**config.mk**
```make
export PLATFORM = sky130hd
export DESIGN_NAME = ysyx_23060136_ifu_idu_seg
export DESIGN_NICKNAME = d
export VERILOG_FILES = /design/src/rtl/ysyx_23060136_ifu_idu_seg.sv
export SDC_FILE = /design/constraint.sdc
export NUM_CORES = 1
export LEC_CHECK = 0
export ABC_AREA = 0
export BUFFER_PORTS_ARGS = -buffer_cell sky130_fd_sc_hd__buf_2
export CAP_MARGIN = 40
export CORE_MARGIN = 2
export CORE_UTILIZATION = 40
export DETAILED_ROUTE_END_ITERATION = 10
export GPL_TIMING_DRIVEN = 0
export PLACE_DENSITY = 0.74
export SKIP_LAST_GASP = 1
export SLEW_MARGIN = 20
export SYNTH_ARGS = -nofsm -noshare
export SYNTH_HDL_FRONTEND = slang
export SYNTH_SLANG_ARGS = --single-unit
```
**constraint.sdc**
```tcl
create_clock -name clk -period 6.4 [get_ports clk]
set_clock_uncertainty 0.2 [all_clocks]
set_input_delay 1.28 -clock clk [delete_from_list [all_inputs] [get_ports clk]]
set_output_delay 1.28 -clock clk [all_outputs]
set_load 0.005 [all_outputs]
```
**src/rtl/ysyx_23060136_ifu_idu_seg.sv**
```systemverilog
// ysyx_23060136_ifu_idu_seg
// Pipeline segment between instruction fetch and decode, built as a
// two-entry FIFO (head, tail). Decode always sees the head entry; when the
// FIFO is empty it sees a bubble carrying NOP_INST.
//
// Ports:
//   clk, rst         single clock, synchronous active-high reset
//   IFU_o_valid      fetch offers an instruction
//   IFU_o_pc         PC of the offered instruction
//   IFU_o_inst       offered instruction word
//   IFU_o_pre_take   predictor said taken for the offered instruction
//   IFU_i_ready      segment can accept (depends on state only)
//   IDU_i_pc         head PC (0 when empty)
//   IDU_i_inst       head instruction (NOP_INST when empty)
//   IDU_i_commit     head is a real instruction
//   IDU_i_pre_take   head predicted-taken bit (0 when empty)
//   EXU_o_ready      downstream consumes the head this cycle
//   BRANCH_flush     redirect: drop everything buffered and the current offer
//   SEG_o_stall_cnt  saturating count of cycles a valid head waited downstream

`ifndef ysyx_23060136_BITS_W
`define ysyx_23060136_BITS_W 64
`endif
`ifndef ysyx_23060136_INST_W
`define ysyx_23060136_INST_W 32
`endif

module ysyx_23060136_ifu_idu_seg #(
  parameter logic [`ysyx_23060136_INST_W-1:0] NOP_INST = 32'h0000_0013
) (
  input  logic                             clk,
  input  logic                             rst,
  input  logic                             IFU_o_valid,
  input  logic [`ysyx_23060136_BITS_W-1:0] IFU_o_pc,
  input  logic [`ysyx_23060136_INST_W-1:0] IFU_o_inst,
  input  logic                             IFU_o_pre_take,
  output logic                             IFU_i_ready,
  output logic [`ysyx_23060136_BITS_W-1:0] IDU_i_pc,
  output logic [`ysyx_23060136_INST_W-1:0] IDU_i_inst,
  output logic                             IDU_i_commit,
  output logic                             IDU_i_pre_take,
  input  logic                             EXU_o_ready,
  input  logic                             BRANCH_flush,
  output logic [31:0]                      SEG_o_stall_cnt
);

  typedef enum logic [1:0] {
    EMPTY = 2'd0,
    ONE   = 2'd1,
    FULL  = 2'd2
  } state_t;

  state_t state, state_next;

  logic [`ysyx_23060136_BITS_W-1:0] head_pc, tail_pc;
  logic [`ysyx_23060136_INST_W-1:0] head_inst, tail_inst;
  logic                             head_pre, tail_pre;
  logic [31:0]                      stall_cnt;

  logic push, pop;

  // Ready and commit come from the state register only, so neither has a
  // combinational path from the fetch or execute handshakes.
  assign IFU_i_ready  = (state != FULL);
  assign IDU_i_commit = (state != EMPTY);

  // A flush cancels both handshakes in the cycle it is raised.
  assign push = IFU_o_valid && IFU_i_ready && !BRANCH_flush;
  assign pop  = IDU_i_commit && EXU_o_ready && !BRANCH_flush;

  // Outputs come straight from the head registers, masked to the bubble
  // values when the FIFO holds nothing.
  assign IDU_i_pc        = IDU_i_commit ? head_pc   : '0;
  assign IDU_i_inst      = IDU_i_commit ? head_inst : NOP_INST;
  assign IDU_i_pre_take  = IDU_i_commit ? head_pre  : 1'b0;
  assign SEG_o_stall_cnt = stall_cnt;

  always_ff @(posedge clk) begin
    if (rst) begin
      state <= EMPTY;
    end else begin
      state <= state_next;
    end
  end

  always_comb begin
    state_next = state;
    if (BRANCH_flush) begin
      state_next = EMPTY;
    end else begin
      case (state)
        EMPTY: if (push) state_next = ONE;
        ONE: begin
          if (push && !pop)      state_next = FULL;
          else if (!push && pop) state_next = EMPTY;
        end
        FULL:  if (pop) state_next = ONE;
        default: state_next = EMPTY;
      endcase
    end
  end

  // Entry registers only move on a push or when the tail slides into the
  // head; a push with a simultaneous pop in ONE overwrites the head directly
  // so the stream keeps one-per-cycle throughput.
  always_ff @(posedge clk) begin
    if (rst) begin
      head_pc   <= '0;
      head_inst <= NOP_INST;
      head_pre  <= 1'b0;
      tail_pc   <= '0;
      tail_inst <= NOP_INST;
      tail_pre  <= 1'b0;
    end else begin
      case (state)
        EMPTY: begin
          if (push) begin
            head_pc   <= IFU_o_pc;
            head_inst <= IFU_o_inst;
            head_pre  <= IFU_o_pre_take;
          end
        end
        ONE: begin
          if (push && pop) begin
            head_pc   <= IFU_o_pc;
            head_inst <= IFU_o_inst;
            head_pre  <= IFU_o_pre_take;
          end else if (push) begin
            tail_pc   <= IFU_o_pc;
            tail_inst <= IFU_o_inst;
            tail_pre  <= IFU_o_pre_take;
          end
        end
        FULL: begin
          if (pop) begin
            head_pc   <= tail_pc;
            head_inst <= tail_inst;
            head_pre  <= tail_pre;
          end
        end
        default: ;
      endcase
    end
  end

  // Stall counter saturates instead of wrapping and survives flushes.
  always_ff @(posedge clk) begin
    if (rst) begin
      stall_cnt <= '0;
    end else if (IDU_i_commit && !EXU_o_ready && !BRANCH_flush &&
                 (stall_cnt != 32'hFFFF_FFFF)) begin
      stall_cnt <= stall_cnt + 32'd1;
    end
  end

endmodule

```
==> run_results.csv <==
group,metric,value,unit
setup_path,cp.arrival,2820,ps
timing,hold_violations,0,
power_and_ir_drop,p_per_area,257,nW/um2
worst_hold_path,hold_path_class,"register to register",
setup_path,crit_top_cell,"clkbuf_1",
timing,max_freq,0.233,GHz
synthesis,synthFlopType,"dfxtp_1",
setup_path,crit_end,"IDU_i_inst[20]",
timing,rsz0062_at_grt,"false",
synthesis,synth_seq_area_share,46.1,%
detailed_routing,finalWirelength,30.8,mm
detailed_routing,dr.first_iter.drc_count,793,
placement,dp_hpwl,21.8,mm
power_and_ir_drop,power,3.16,mW
timing,timing.slew.headroom,41.5,%
setup_path,startpoint,"state[0]",
setup_path,reg2reg_from,"state[0]",
timing,post-route-min-period,4300,ps
setup_path,worst_setup_path_end_kind,"primary output",
timing,period_share,67.2,%
synthesis,syn-cell-area,9890,um2
synthesis,ys_types,43,
setup_path,cp-start-kind,"register",
cts,cts_resized,0,
synthesis,synth.most_common_cell,"nand2_1",
cts,ctsHoldBuffers,0,
floorplanning,core-area,24300,um2
floorplanning,fp.dieH,161,um
setup_path,crit_fanout,10,
power_and_ir_drop,peakVddDrop,0.000147,V
timing,max_slew.worst_pin.slew,874,ps
grt,grt_pass1_vias,9331,
detailed_routing,vias,10067,
cts,clk_latency,530,ps
floorplanning,initial_utilization,40.7,%
grt,grt_overflow,0,
timing,drv_slew,0,
status,status,"finished, final reports clean",
setup_path,crit_required,4920,ps
setup_path,slowest_delay,540,ps
grt,grt_max_degree,15,
detailed_routing,routed-wl-met2,15.0,mm
cts,cts-htree-levels,1,
grt,grt_pass1_wl,48.8,mm
placement,io_buffers,232,
synthesis,syn-num-nets,1402,
synthesis,synth_common_cells,"nand2_1, dfxtp_1, a21oi_1, nor2_1, and2_1",
placement,place_congestion,0.818,
setup_path,reg2reg_slack,2250,ps
synthesis,synth_area_leaders,"dfxtp_1, nand2_1, a311oi_1",
setup_path,slowest_stage,"clkinv_1",
detailed_routing,top_layer,"met5",
detailed_routing,drtPass1Iterations,6,
timing,setup_ws,2100,ps
final_layout,layout-drive-gt1-share,18.8,%
cts,clkSlewWorstSetupHoldPaths,60,ps
final_layout,fin_nets,1661,
synthesis,synth.avg_cell_area,7.63,um2
cts,clkSinkCount,228,
setup_path,r2r_cells,11,
floorplanning,rows,57,
synthesis,yosysTopAreaCellShare,46.1,%
detailed_routing,viasPerCell,5.30,
cts,root_buffer,"clkbuf_16",
cts,cts-buffers-inserted,25,
synthesis,synth_async_sr_flop_share,0,%
floorplanning,ios,233,
grt,grt_usage,23.0,%
setup_path,reg2reg_to,"tail_pc[58]",
floorplanning,die_x,161,um
cts,cts_tree,"yes",
setup_path,worstPathCellList,"nor2_1 > clkinv_1 > clkbuf_1 > clkbuf_1 > and2_1 > buf_2",
synthesis,yosysWarnings,0,
synthesis,synth_seq_cells,228,
power_and_ir_drop,leakage,4.92,nW
detailed_routing,route.detailed.drc,0,
final_layout,final_core_util,50.6,%
synthesis,synth_largest_area_cell,"dfxtp_1",
cts,clock_path_buffers,3,
timing,fin_tns_setup,0,ps
timing,setup_viol,0,
floorplanning,die-area,26000,um2
detailed_routing,wl_met3,2.38,mm
setup_path,path_class,"register to primary output",
cts,post_cts_buffers,0,
detailed_routing,ant_nets,0,
placement,dp_slack,2240,ps
detailed_routing,routedWlPerCell,16.2,um
final_layout,area_growth,24.3,%
synthesis,synth_edf_count,0,
grt,grt_antenna_before_repair,5,
run,drv_cap,0,
synthesis,synthCells,1297,
detailed_routing,met1_length,12.7,mm
==> critical path, delay by kind of cell, from the launching register on <==
family | cells | cell delay, ps
buf+inv | 4 | 1400
simple gates | 2 | 530
flops | 1 | 360
==> kinds of logic after synthesis <==
group	share of synthesized area, %
multiplexers	0.266
adder cells (fa/ha/maj)	0.380
AND/OR/NAND/NOR	31.5
buffers and inverters	4.38
flip-flops	46.1
AO/OA/AOI/OAI	17.3
==> cell usage in the layout, fill, tap and decap left out, types with 5 or more instances in the layout <==
master	count
buf_2	242
o31ai_1	14
a21oi_1	126
o21ai_0	16
nand3_1	13
dfxtp_1	228
clkbuf_8	6
nand2_1	404
clkbuf_16	25
or3_1	14
clkbuf_1	93
nor2_1	107
a311oi_1	94
and2_1	95
nand4_1	9
and3_1	5
or4_1	14
==> worst min path at each step <==
stage,start,cells past startpoint,endpoint
after floorplan,tail_inst[10],2,tail_inst[10]
after global placement,tail_pc[20],2,tail_pc[20]
after detailed placement,tail_pc[11],2,tail_pc[11]
after CTS,tail_pc[44],2,tail_pc[44]
after global routing,tail_pc[1],2,tail_pc[1]
final,tail_pc[23],2,tail_pc[23]
==> routing by layer <==
metal | up-vias | GRT usage, %
met5 | - | 0
met4 | 2 | 6.94
met3 | 53 | 4.21
met2 | 369 | 39.3
met1 | 4702 | 29.7
li1 | 4941 | -
==> flip-flops by register name, indices dropped and copies added, names as in the netlist <==
signal           cells
head_inst           32
tail_pc             64
head_pre             1
tail_inst           32
state                2
head_pc             64
SEG_o_stall_cnt     32
tail_pre             1
==> stage by stage <==
| step | hold slack, ps | std cells | area (um2) |
|---|---|---|---|
| after floorplan | 237 | 1297 | 9890 |
| after global placement | 241 | 1853 | 11500 |
| after detailed placement | 247 | 1853 | 11500 |
| after CTS | 254 | 1897 | 12300 |
| after global routing | 269 | 1899 | 12300 |
| final | 254 | 1901 | 12300 |
==> report_power, final <==
part / leakage [nW] / switching, mW / internal [mW]
clock: 0.404 / 0.591 / 0.865
combinational: 2.66 / 0.134 / 0.0820
sequential: 1.86 / 0.0234 / 1.47
total: 4.92 / 0.748 / 2.42
==> layout make-up <==
cell class | instances | area (um2)
diodes | 4 | 10.0
plain buffers | 105 | 410
clock buffers | 34 | 719
clock inverters | 10 | 111
fillers | 2421 | 12000
inverters | 6 | 22.5
multi-input cells | 958 | 4890
flip-flops and latches | 228 | 4560
well taps | 324 | 405
repair buffers | 232 | 1160
Power figures use the tool's default switching activity.
